===== src/rtl/alu_pkg.sv =====
// Shared opcodes and FSM state type for the sequential MIPS ALU.
package alu_pkg;
  localparam logic [3:0] ALU_AND   = 4'b0000;
  localparam logic [3:0] ALU_OR    = 4'b0001;
  localparam logic [3:0] ALU_ADD   = 4'b0010;
  localparam logic [3:0] ALU_SUB   = 4'b0110;
  localparam logic [3:0] ALU_SLT   = 4'b0111;
  localparam logic [3:0] ALU_MULTU = 4'b1000;
  localparam logic [3:0] ALU_DIVU  = 4'b1001;

  typedef enum logic {IDLE = 1'b0, RUN = 1'b1} state_t;
endpackage


===== src/rtl/mul_div_iter.sv =====
// Iterative shift-add multiplier / restoring divider, one step per cycle.
// Divider datapath exists only when SEQ_ALU_DIV_EN is defined.
module mul_div_iter #(
  parameter int WIDTH = 32
) (
  input  logic             clk,
  input  logic             reset,
  input  logic             i_load,
`ifdef SEQ_ALU_DIV_EN
  input  logic             i_div,
`endif
  input  logic             i_run,
  input  logic [WIDTH-1:0] i_a,
  input  logic [WIDTH-1:0] i_b,
  output logic             o_last,
  output logic [WIDTH-1:0] o_lo_nxt,
  output logic [WIDTH-1:0] o_hi_nxt
);
  localparam int CW = (WIDTH > 1) ? $clog2(WIDTH) : 1;

  logic [CW-1:0]    r_cnt;
  logic [WIDTH-1:0] r_acc, r_q, r_b;
  logic [WIDTH:0]   w_msum;

  // Multiply: conditionally add multiplicand into the upper half, then shift right.
  assign w_msum = {1'b0, r_acc} + (r_q[0] ? {1'b0, r_b} : '0);

`ifdef SEQ_ALU_DIV_EN
  logic             r_div;
  logic [WIDTH:0]   w_shift;
  logic [WIDTH+1:0] w_diff;
  logic             w_ok;
  logic             w_unused_div;

  assign w_shift      = {r_acc, r_q[WIDTH-1]};
  assign w_diff       = {1'b0, w_shift} - {2'b00, r_b};
  assign w_ok         = ~w_diff[WIDTH+1];
  assign w_unused_div = w_diff[WIDTH];

  // Divide by zero always "fits": quotient fills with ones, remainder becomes the dividend.
  always_comb begin
    if (r_div) begin
      o_hi_nxt = w_ok ? w_diff[WIDTH-1:0] : w_shift[WIDTH-1:0];
      o_lo_nxt = {r_q[WIDTH-2:0], w_ok};
    end else begin
      o_hi_nxt = w_msum[WIDTH:1];
      o_lo_nxt = {w_msum[0], r_q[WIDTH-1:1]};
    end
  end
`else
  assign o_hi_nxt = w_msum[WIDTH:1];
  assign o_lo_nxt = {w_msum[0], r_q[WIDTH-1:1]};
`endif

  assign o_last = (r_cnt == CW'(WIDTH - 1));

  always_ff @(posedge clk) begin
    if (reset) begin
      r_cnt <= '0;
      r_acc <= '0;
      r_q   <= '0;
      r_b   <= '0;
`ifdef SEQ_ALU_DIV_EN
      r_div <= 1'b0;
`endif
    end else if (i_load) begin
      r_cnt <= '0;
      r_acc <= '0;
      r_q   <= i_a;
      r_b   <= i_b;
`ifdef SEQ_ALU_DIV_EN
      r_div <= i_div;
`endif
    end else if (i_run) begin
      r_cnt <= r_cnt + 1'b1;
      r_acc <= o_hi_nxt;
      r_q   <= o_lo_nxt;
    end
  end
endmodule


===== src/rtl/seq_alu.sv =====
// Clocked MIPS execute-stage ALU: single-cycle logic/arith ops plus iterative
// MULTU/DIVU writing HI. DIVU is built only with SEQ_ALU_DIV_EN defined.
module seq_alu
  import alu_pkg::*;
#(
  parameter int WIDTH = 32
) (
  input  logic             clk,
  input  logic             reset,
  input  logic             start,
  input  logic [3:0]       Control,
  input  logic [WIDTH-1:0] in1,
  input  logic [WIDTH-1:0] in2,
  output logic             busy,
  output logic             done,
  output logic [WIDTH-1:0] Result,
  output logic [WIDTH-1:0] hi,
  output logic             zero
);
  state_t           r_state;
  logic             w_iter, w_load, w_last;
  logic [WIDTH-1:0] w_alu, w_lo_nxt, w_hi_nxt;

`ifdef SEQ_ALU_DIV_EN
  assign w_iter = (Control == ALU_MULTU) || (Control == ALU_DIVU);
`else
  assign w_iter = (Control == ALU_MULTU);
`endif
  assign w_load = (r_state == IDLE) && start && w_iter;

  always_comb begin
    w_alu = '0;
    case (Control)
      ALU_AND: w_alu = in1 & in2;
      ALU_OR:  w_alu = in1 | in2;
      ALU_ADD: w_alu = in1 + in2;
      ALU_SUB: w_alu = in1 - in2;
      ALU_SLT: w_alu = {{(WIDTH-1){1'b0}}, (in1 < in2)};
      default: w_alu = '0;
    endcase
  end

  mul_div_iter #(.WIDTH(WIDTH)) u_iter (
    .clk      (clk),
    .reset    (reset),
    .i_load   (w_load),
`ifdef SEQ_ALU_DIV_EN
    .i_div    (Control == ALU_DIVU),
`endif
    .i_run    (r_state == RUN),
    .i_a      (in1),
    .i_b      (in2),
    .o_last   (w_last),
    .o_lo_nxt (w_lo_nxt),
    .o_hi_nxt (w_hi_nxt)
  );

  always_ff @(posedge clk) begin
    if (reset) begin
      r_state <= IDLE;
      busy    <= 1'b0;
      done    <= 1'b0;
      Result  <= '0;
      hi      <= '0;
      zero    <= 1'b0;
    end else begin
      done <= 1'b0;
      case (r_state)
        IDLE: if (start) begin
          if (w_iter) begin
            r_state <= RUN;
            busy    <= 1'b1;
          end else begin
            Result <= w_alu;
            zero   <= (w_alu == '0);
            done   <= 1'b1;
          end
        end
        RUN: if (w_last) begin
          r_state <= IDLE;
          busy    <= 1'b0;
          done    <= 1'b1;
          Result  <= w_lo_nxt;
          hi      <= w_hi_nxt;
          zero    <= (w_lo_nxt == '0);
        end
        default: r_state <= IDLE;
      endcase
    end
  end
endmodule


===== config.mk =====
export PLATFORM = sky130hd
export DESIGN_NAME = seq_alu
export DESIGN_NICKNAME = d
export VERILOG_FILES = /design/src/rtl/alu_pkg.sv /design/src/rtl/mul_div_iter.sv /design/src/rtl/seq_alu.sv
export SDC_FILE = /design/constraint.sdc
export NUM_CORES = 1
export LEC_CHECK = 0
export CORE_UTILIZATION = 55
export DETAILED_ROUTE_END_ITERATION = 10
export PLACE_DENSITY = 0.77
export SLEW_MARGIN = 20
export SYNTH_ARGS = -nofsm -noshare
export SYNTH_HDL_FRONTEND = slang
export SYNTH_SLANG_ARGS = --single-unit

===== constraint.sdc =====
create_clock -name clk -period 5 [get_ports clk]
set_clock_uncertainty 0.1 [all_clocks]
set_input_delay 0.5 -clock clk [delete_from_list [all_inputs] [get_ports clk]]
set_output_delay 0.5 -clock clk [all_outputs]
set_load 0.02 [all_outputs]

==> results of run 1 <==
-- synthesized netlist by cell type (all sizes together) (10+ instances only) --
master and instances:
o21a 10, nand3 39, buf 17, a21o 26
ha 142, a211oi 28, nand2 268, a2111oi 18
o31ai 17, o211ai 31, a22oi 24, nor4 21
inv 136, o21ai 58, mux2i 66, a211o 10
a31oi 26, xnor2 29, nand4 14, nor2b 19
nor3 34, and2 42, clkbuf 93, nor2 127
a21oi 202, nand2b 31, dfxtp 169, o21bai 17
-- worst max-delay path: stages --
cell and delay (ps):
clkdlybuf4s50_1 540, ha_1 230, inv_1 80, fa_1 400, nor2b_1 270, o31ai_1 150
a21o_1 220, o31ai_1 630, a211o_1 250, xnor2_1 90, a2111oi_0 450, buf_4 190
nand4b_1 150, nor4_2 250, nand3_1 150, o41ai_2 270
-- per-stage QoR --
step | hold slack [ps] | instances | setup slack (ps)
2_1_floorplan | 332 | 1848 | 1300
3_3_place_gp | 338 | 2262 | 228
3_5_place_dp | 342 | 2262 | 138
4_1_cts | 353 | 2294 | 558
5_1_grt | 368 | 2294 | 200
6_report | 350 | 2296 | 419
-- state kept, by name, indices dropped and copies added (netlist names) --
| signal | count |
|---|---|
| Result | 32 |
| u_iter.r_q | 32 |
| u_iter.r_cnt | 5 |
| zero | 1 |
| done | 1 |
| u_iter.r_b | 32 |
| r_state | 1 |
| hi | 32 |
| u_iter.r_acc | 32 |
| busy | 1 |
-- routing by layer --
layer | vias to the layer above | GRT usage | share of wire
met1 | 6915 | 0.513 | 0.42
met2 | 773 | 0.623 | 0.45
met3 | 131 | 0.0634 | 0.084
li1 | 6782 | - | -
met5 | - | 0 | 0
met4 | 0 | 0.189 | 0.048
-- how the worst max path moves through the flow --
stage | end | slack (ps) | depth (start not counted)
after CTS | zero | 560 | 13
after global placement | zero | 230 | 13
after floorplan | zero | 1300 | 14
after detailed placement | zero | 140 | 13
after global routing | zero | 200 | 13
final | zero | 420 | 16
-- final cells by class --
cell class	instances	area [um2]	area share
antenna	2	5.00	0.000308
clock buffer	17	425	0.0262
clock inverter	15	204	0.0126
inverter	136	510	0.0314
multi-input combinational	1433	9470	0.583
sequential	169	3390	0.209
tap	324	405	0.0250
timing repair buffer	200	1840	0.113
-- logic make-up after synthesis --
family,after synthesis,synth area share
adders and majority gates,145,0.134
buffers and inverters,246,0.0678
xor gates and xnor gates,38,0.0248
DFF,169,0.246
AOI/OAI and AO/OA,542,0.261
muxes,66,0.0481
and+or+nand+nor,642,0.219
-- report_power, final --
| group | switching [uW] | leakage (uW) | internal, uW | total (uW) |
|---|---|---|---|---|
| combinational | 594 | 0.00494 | 353 | 947 |
| clock | 735 | 0.000305 | 701 | 1440 |
| sequential | 18.0 | 0.00137 | 1370 | 1380 |
==> results.md, run 1 <==
* Status: finished clean
* Leakage at 0.00661 uW
* Post-CTS Setup Repair Bufs at 0
* Cts hold-fix bufs at 0
* Critical Path Source Type: input pin
* Worst min-delay path startpoint: Result[17]
* Routed wire per std cell at 22.0 um
* Peak supply drop at 0.000200 V
* Most common cell after layout, fill and taps aside: nand2_1
* Post-route ant nets at 0
* Post-Syn Instances at 1,848
* Final Critical Period at 4580 ps
* Overall power at 3770 uW
* CP required at 5240 ps
* Flop2flop setup slack at 950 ps
* Worst r2r src: u_iter.r_q[0]
* CTS resizes at 0
* Slew margin rel. at 0.301
* Final-stage net count at 2,173
* Die W at 160 um
* Dominant cells by area after synthesis: dfxtp_1 25%, ha_1 13%, a21oi_1 7.4%
* First-pass GRT wire length at 78,200 um
* Final core occ at 0.666
* Max-slew violation count at 0
* Routability cong. at 1.03
* Clock latency on the worst-skew pair at 440 ps
* Core footprint at 24,400 um2
* Initial antenna violation count at 3
* Share of cells above drive strength 1 at 0.0670
* R2R cell count at 15
* Vias in the first global route at 13,900
* Std cell rows at 57
* Die height at 160 um
* Final WL at 50,500 um
* F_max at 218 MHz
* Crit path max fanout at 5
* Post-synth EDFFs at 0
* Worst Hold End: Result[17]
* Yosys top cell area share at 0.246
* Worst Setup SP: in2[0]
* Initial Util at 0.564
* Tot GR Track Use at 0.391
* DR vias/cell at 6.36
* Hold depth at 2
* Drt initial violations at 1,437
* CTS tree: built
* Top_reg_cell synth: dfxtp_1
* Clock Sinks at 169
* Fillers at 2,187
* Final Cell Area at 16,200 um2
* Grt total ovfl at 0
* Root buffer cell: clkbuf_16
* Kind of end point of the critical path: flip-flop
* Layout area overhead at 18.1%
* Crit path arrival time at 4820 ps
* DRC at 0
* Post-synth net total at 2,064
* CTS Buf Count at 17
* Unrepaired setup endpoints after global routing: no
* Final HPWL DP at 37,900 um
* Pin slew with the least headroom to its limit at 1050 ps
* Buffers on Ports at 137
* Post-placement cell area at 15,600 um2
* Setup TNS at 0 ps
* Yosys top cell by area: dfxtp_1
* Maximum clock path buffer count at 2
* Setup-failing EPs final at 0
* Avg Inst Size Synth at 7.44 um2
* Die area at 25,600 um2
* Yosys warns at 0
* Synth cell types at 86
* Cell area after synthesis at 13,700 um2
* Pwr dens at 232 nW/um2
* Boundary Pins at 138
* Max Cap Violations at 0
* Async SR Flop Fraction at 0
* Kind of critical path: in2reg
* Reg2reg end: hi[29]
* HP Class: reg2reg
* Clk pin slew, worst setup/hold paths at 80 ps
* Largest net degree at the start of global routing at 84
* # H-tree levels at 4
* 1st-pass router iterations at 5
* Final Hold Viols at 0
* Register area share after synthesis at 0.246
* Period utilisation layout at 0.916
* Commonest cells after routing, fill and taps aside: 268 x nand2_1, 201 x a21oi_1, 168 x dfxtp_1
* Vias at 14,600
* Register bit total from synthesis at 169
(Power assumes the default switching activity.)
==> run 2, diff against run 1 <==
--- a/config.mk
+++ b/config.mk
@@ -5,9 +5,9 @@
 export SDC_FILE = /design/constraint.sdc
 export NUM_CORES = 1
 export LEC_CHECK = 0
-export CORE_UTILIZATION = 55
+export CORE_UTILIZATION = 59
 export DETAILED_ROUTE_END_ITERATION = 10
-export PLACE_DENSITY = 0.77
+export PLACE_DENSITY = 0.82
 export SLEW_MARGIN = 20
 export SYNTH_ARGS = -nofsm -noshare
 export SYNTH_HDL_FRONTEND = slang
==> run 2 against run 1 <==
Fmax fell by 1.4%. First-iteration DRC count is 15% higher. Power is 0.44% lower. Die area decreased by 6.7%. Combinational power down 1%. Cell area decreased by 0.82%. Via count grew 1.0%. Routed wire length is 0.26% higher. Final cell count decreased by 1.2%. Largest power group unchanged.
==> results.md, run 2 (same netlist as run 1, synthesis figures left out) <==
* Kind of end point of the critical path: flip-flop (unchanged)
* Setup TNS at 0 ps (unchanged)
* Slowest CP cell: or4_4 (was o31ai_1)
* Pwr dens at 233 nW/um2 (was 232 nW/um2)
* Leakage at 0.00654 uW (was 0.00661 uW)
* Peak supply drop at 0.000210 V (was 0.000200 V)
* Hold_ws at 352 ps (was 350 ps)
* Die W at 155 um (was 160 um)
* Post-Place Worst Slack at 10.0 ps (was 138 ps)
* Final Hold Viols at 0 (unchanged)
* Status: finished clean (unchanged)
* Final HPWL DP at 37,900 um (about the same)
* Routability cong. at 1.00 (was 1.03)
* # H-tree levels at 4 (unchanged)
* CTS tree: built (unchanged)
* Initial antenna violation count at 1 (was 3)
* Die height at 155 um (was 160 um)
* Max-slew violation count at 0 (unchanged)
* Vias in the first global route at 14,000 (was 13,900)
* Final Critical Period at 4650 ps (was 4580 ps)
* DP Cell Count at 2,235 (was 2,262)
* Pin slew with the least headroom to its limit at 1020 ps (was 1050 ps)
* Cts hold-fix bufs at 0 (unchanged)
* DRC at 0 (unchanged)
* Post-Layout Cell Count at 2,269 (was 2,296)
* Tot GR Track Use at 0.422 (was 0.391)
* Layout area overhead at 17.2% (was 18.1%)
* Clock group share of total power at 0.381 (about the same)
* Final-stage net count at 2,157 (was 2,173)
* CTS resizes at 0 (unchanged)
* Critical path, cell by cell: clkdlybuf4s50_1, inv_1, ha_1, or4_4, a2111oi_4, o41ai_4, a2111oi_1, a2111oi_0, o22ai_1, nand4_1, nor4_2, nand3_1, o41ai_2 (was clkdlybuf4s50_1, ha_1, inv_1, fa_1, nor2b_1, o31ai_1, a21o_1, o31ai_1, a211o_1, xnor2_1, a2111oi_0, buf_4, nand4b_1, nor4_2, nand3_1, o41ai_2)
* Clk pin slew, worst setup/hold paths at 70 ps (was 80 ps)
* Most common cell after layout, fill and taps aside: nand2_1 (unchanged)
* Routed wire per std cell at 22.3 um (was 22.0 um)
* Core footprint at 22,800 um2 (was 24,400 um2)
* 1st-pass router iterations at 6 (was 5)
* Grt total ovfl at 0 (unchanged)
* Final WL at 50,700 um (was 50,500 um)
* Slew margin rel. at 0.317 (was 0.301)
* Clock latency on the worst-skew pair at 450 ps (was 440 ps)
* Psw at 1300 uW (was 1350 uW)
* Commonest cells after routing, fill and taps aside: 268 x nand2_1, 201 x a21oi_1, 168 x dfxtp_1 (unchanged)
* Vias at 14,800 (was 14,600)
* Critical Path Source Type: input pin (unchanged)
* Critical path's largest stage delay at 650 ps (was 630 ps)
* Buf/Inv on CP at 2 (was 3)
* Sw Ratio at 0.347 (was 0.358)
* Largest net degree at the start of global routing at 84 (unchanged)
* Initial Util at 0.604 (was 0.564)
* DR vias/cell at 6.50 (was 6.36)
* Share of cells above drive strength 1 at 0.0599 (was 0.0670)
* Unrepaired setup endpoints after global routing: no (unchanged)
* Post-route ant nets at 0 (unchanged)
* Fin worst setup slack at 352 ps (was 419 ps)
* Setup-failing EPs final at 0 (unchanged)
* Max Cap Violations at 0 (unchanged)
* Post-CTS Setup Repair Bufs at 0 (unchanged)
* Delay-heaviest family, CP: compound AO/OA/AOI/OAI gates (unchanged)
* Internal at 2450 uW (was 2420 uW)
* Combinational Power Share at 0.250 (was 0.251)
* Period utilisation layout at 0.930 (was 0.916)
* F_max at 215 MHz (was 218 MHz)
* Maximum clock path buffer count at 2 (unchanged)
* Final core occ at 0.707 (was 0.666)
* Seq pwr share at 0.369 (was 0.367)
* HP Class: reg2reg (unchanged)
* First-pass GRT wire length at 77,700 um (was 78,200 um)
* Std cell rows at 55 (was 57)
* Clock Sinks at 169 (unchanged)
* CP required at 5240 ps (about the same)
* Crit path arrival time at 4890 ps (was 4820 ps)
* Boundary Pins at 138 (unchanged)
* Buffers on Ports at 137 (unchanged)
* Root buffer cell: clkbuf_16 (unchanged)
* CTS Buf Count at 17 (unchanged)
* Kind of critical path: in2reg (unchanged)
* Crit path max fanout at 10 (was 5)
* Die area at 23,900 um2 (was 25,600 um2)
* Drt initial violations at 1,651 (was 1,437)
## run 2: cell count changes in the layout (fill, tap and decap cells not counted)
cell	change
inv_12	-4
inv_6	+1
clkbuf_8	+1
clkinv_4	+2
buf_4	-17
bufinv_16	+1
clkinv_8	-2
inv_8	+1
nor3_2	+1
nor3_1	-1
buf_12	+1
## run 2: power groups by stage
stage	combinational (uW)	clock, uW	sequential, uW
after floorplan	539	0	1420
final	937	1430	1380
after detailed placement	899	0	1410
after CTS	907	1420	1380
after global routing	996	1480	1380
after global placement	890	0	1410
## run 2: worst reg2reg max path, cell delays in order, from the launching register on
cell      delay (ps)
dfxtp_1          650
buf_4            290
and2_1           160
ha_1             270
nor2b_1          160
o21a_1           200
o21ai_1          290
a311oi_1         180
nor2_1           230
a21o_1           240
nand4_1          130
a41oi_1          490
o21ai_0          280
nor4b_1          210
a311o_1          350
## run 2: final timing paths
| path | from | endpoint | slack (ps) | cells after the start |
|---|---|---|---|---|
| worst max-delay path | in1[10] | zero | 350 | 13 |
| worst min-delay path | u_iter.r_b[28] | u_iter.r_b[28] | 350 | 2 |
| worst max register to register | u_iter.r_q[0] | hi[29] | 670 | 14 |
| worst min register to register | u_iter.r_b[28] | u_iter.r_b[28] | 350 | 2 |
## run 2: layout make-up
class,count,area (um2)
multi-input combinational,1433,9470
fill,1829,6670
sequential,169,3390
timing repair buffer,184,1730
inverter,136,510
clock buffer,18,439
tap,313,392
clock inverter,14,174
antenna,2,5.00
## run 2: per-layer routing
layer,track usage,part of all wire
met5,0,0
met4,0.239,0.056
met3,0.0664,0.091
met2,0.674,0.44
met1,0.542,0.41
## run 2: through the flow
stage / power [uW] / instance area, um2
global placement: 2300 / 15500
detailed placement: 2310 / 15500
floorplan: 1960 / 13700
CTS: 3710 / 16100
finish: 3750 / 16100
global route: 3860 / 16100
==> run 3, diff against run 2 <==
--- a/config.mk
+++ b/config.mk
@@ -5,9 +5,11 @@
 export SDC_FILE = /design/constraint.sdc
 export NUM_CORES = 1
 export LEC_CHECK = 0
-export CORE_UTILIZATION = 59
+export CELL_PAD_IN_SITES_DETAIL_PLACEMENT = 0
+export CELL_PAD_IN_SITES_GLOBAL_PLACEMENT = 1
+export CORE_UTILIZATION = 43
 export DETAILED_ROUTE_END_ITERATION = 10
-export PLACE_DENSITY = 0.82
+export PLACE_DENSITY_LB_ADDON = 0.1
 export SLEW_MARGIN = 20
 export SYNTH_ARGS = -nofsm -noshare
 export SYNTH_HDL_FRONTEND = slang
==> run 3 against run 2 <==
Combinational power up 1%. Clock power down 3%. Worst setup slack worse by 37 ps. Flip-flop and latch count stayed put.
==> results.md, run 3 (same netlist as run 1, synthesis figures left out) <==
* Crit path max fanout at 6 (was 10)
* Worst min-delay path startpoint: Result[23] (was u_iter.r_b[28])
* Std cell rows at 65 (was 55)
* Pin slew with the least headroom to its limit at 1000 ps (was 1020 ps)
* CTS tree: built (unchanged)
* Fillers at 3,108 (was 1,829)
* Largest net degree at the start of global routing at 78 (was 84)
* Maximum clock path buffer count at 2 (unchanged)
* DR vias/cell at 5.92 (was 6.50)
* First-pass GRT wire length at 79,900 um (was 77,700 um)
* Clock Sinks at 169 (unchanged)
* Clock latency on the worst-skew pair at 470 ps (was 450 ps)
* Worst Hold End: Result[23] (was u_iter.r_b[28])
* Reg area at 3390 um2 (unchanged)
* Vias at 14,100 (was 14,800)
* Peak supply drop at 0.000260 V (was 0.000210 V)
* CTS Buf Count at 17 (unchanged)
* Setup-failing EPs final at 0 (unchanged)
* Commonest cells after routing, fill and taps aside: 268 x nand2_1, 201 x a21oi_1, 168 x dfxtp_1 (unchanged)
* Final Cell Area at 16,300 um2 (was 16,100 um2)
* Overall power at 3720 uW (was 3750 uW)
* Layout area overhead at 18.7% (was 17.2%)
* Boundary Pins at 138 (unchanged)
* Worst r2r src: u_iter.r_q[0] (unchanged)
* Slew margin rel. at 0.330 (was 0.317)
* Final WL at 52,100 um (was 50,700 um)
* Buffers on Ports at 137 (unchanged)
* Multi-input gate area at 9480 um2 (was 9470 um2)
* Routed wire per std cell at 22.0 um (was 22.3 um)
* F_max at 213 MHz (was 215 MHz)
* Kind of end point of the critical path: flip-flop (unchanged)
* Die area at 32,700 um2 (was 23,900 um2)
* Post-placement cell area at 15,700 um2 (was 15,500 um2)
* Max-slew violation count at 0 (unchanged)
* # H-tree levels at 4 (unchanged)
* Pwr dens at 228 nW/um2 (was 233 nW/um2)
* Cts hold-fix bufs at 0 (unchanged)
* Routability cong. at 0.998 (was 1.00)
* Post-Layout Cell Count at 2,374 (was 2,269)
* Post-route ant nets at 0 (unchanged)
* Kind of critical path: in2reg (unchanged)
* Period utilisation layout at 0.937 (was 0.930)
* Unrepaired setup endpoints after global routing: no (unchanged)
* Max Cap Violations at 0 (unchanged)
* R2R cell count at 15 (was 14)
* Hold_ws at 350 ps (was 352 ps)
* Setup TNS at 0 ps (unchanged)
* Post-CTS Setup Repair Bufs at 0 (unchanged)
* Grt total ovfl at 0 (unchanged)
* Status: finished clean (unchanged)
* CP required at 5270 ps (was 5240 ps)
* Die W at 181 um (was 155 um)
* Share of cells above drive strength 1 at 0.0690 (was 0.0599)
* Flop2flop setup slack at 700 ps (was 670 ps)
* Critical Path Source Type: input pin (unchanged)
* Reg2reg end: hi[29] (unchanged)
* Core footprint at 31,500 um2 (was 22,800 um2)
* Final-stage net count at 2,174 (was 2,157)
* Hold depth at 2 (unchanged)
* Initial antenna violation count at 2 (was 1)
* Clk pin slew, worst setup/hold paths at 70 ps (about the same)
* Root buffer cell: clkbuf_16 (unchanged)
* Final Critical Period at 4680 ps (was 4650 ps)
* 1st-pass router iterations at 6 (unchanged)
* Drt initial violations at 1,176 (was 1,651)
* DP Cell Count at 2,341 (was 2,235)
* Tot GR Track Use at 0.319 (was 0.422)
* Final HPWL DP at 40,100 um (was 37,900 um)
* Initial Util at 0.437 (was 0.604)
* Crit path arrival time at 4950 ps (was 4890 ps)
* Leakage at 0.00660 uW (was 0.00654 uW)
* Final Hold Viols at 0 (unchanged)
* CTS resizes at 0 (unchanged)
* DRC at 0 (unchanged)
* Die height at 181 um (was 155 um)
* HP Class: reg2reg (unchanged)
* Vias in the first global route at 13,300 (was 14,000)
* Most common cell after layout, fill and taps aside: nand2_1 (unchanged)
-- run 3: cell types whose count changed in the layout (fill, tap and decap cells not counted), sizes merged --
cell	before	now
clkbuf	18	17
clkinvlp	0	2
bufinv	1	2
inv	144	141
clkdlybuf4s50	135	134
buf	49	67
diode	2	1
clkinv	5	6
-- run 3: stage by stage --
stage                     worst slack [ps]   util
final                                  315  0.518
after global routing                   138  0.518
after CTS                              288  0.518
after detailed placement              -165  0.499
after global placement                -244  0.499
after floorplan                       1300      -
-- run 3: final cells by class --
type                            count  area share
Antenna cell                        1    0.000153
Clock buffer                       17      0.0261
Clock inverter                     15      0.0103
Inverter                          136      0.0313
Multi-Input combinational cell   1433       0.581
Sequential cell                   169       0.208
Tap cell                          402      0.0308
Timing Repair Buffer              201       0.113
-- run 3: worst max path at each step --
stage | startpoint | end | slack [ps] | cells past startpoint
6_report | in2[6] | zero | 320 | 15
5_1_grt | in1[5] | zero | 140 | 15
4_1_cts | in2[6] | zero | 290 | 15
3_5_place_dp | in2[6] | zero | -170 | 15
3_3_place_gp | in2[6] | zero | -240 | 15
2_1_floorplan | in1[10] | zero | 1300 | 14
-- run 3: metal layers --
| metal | vias to the layer above | global-route usage | share of wire | routed length (um) |
|---|---|---|---|---|
| met2 | 515 | 0.497 | 0.44 | 22900 |
| li1 | 6770 | - | - | - |
| met1 | 6701 | 0.436 | 0.46 | 24100 |
| met5 | - | 0 | 0 | 0 |
| met3 | 78 | 0.0528 | 0.063 | 3300 |
| met4 | 0 | 0.127 | 0.035 | 1830 |
-- run 3: report_power, final --
part / switching, uW / leakage, uW / internal, uW
Combinational: 595 / 0.00494 / 350
Clock: 645 / 0.000288 / 746
Sequential: 17.3 / 0.00137 / 1370
-- run 3: critical path: stages --
cell             delay [ps]
clkdlybuf4s50_1         570
inv_1                   100
ha_1                    460
nor2b_1                 130
nor4_1                  490
a2111oi_0               260
buf_4                   210
o31ai_2                 500
nand2_1                 140
a21o_1                  200
a221o_1                 400
nand4b_1                270
nor4_2                  250
nand3_1                 160
o41ai_2                 280
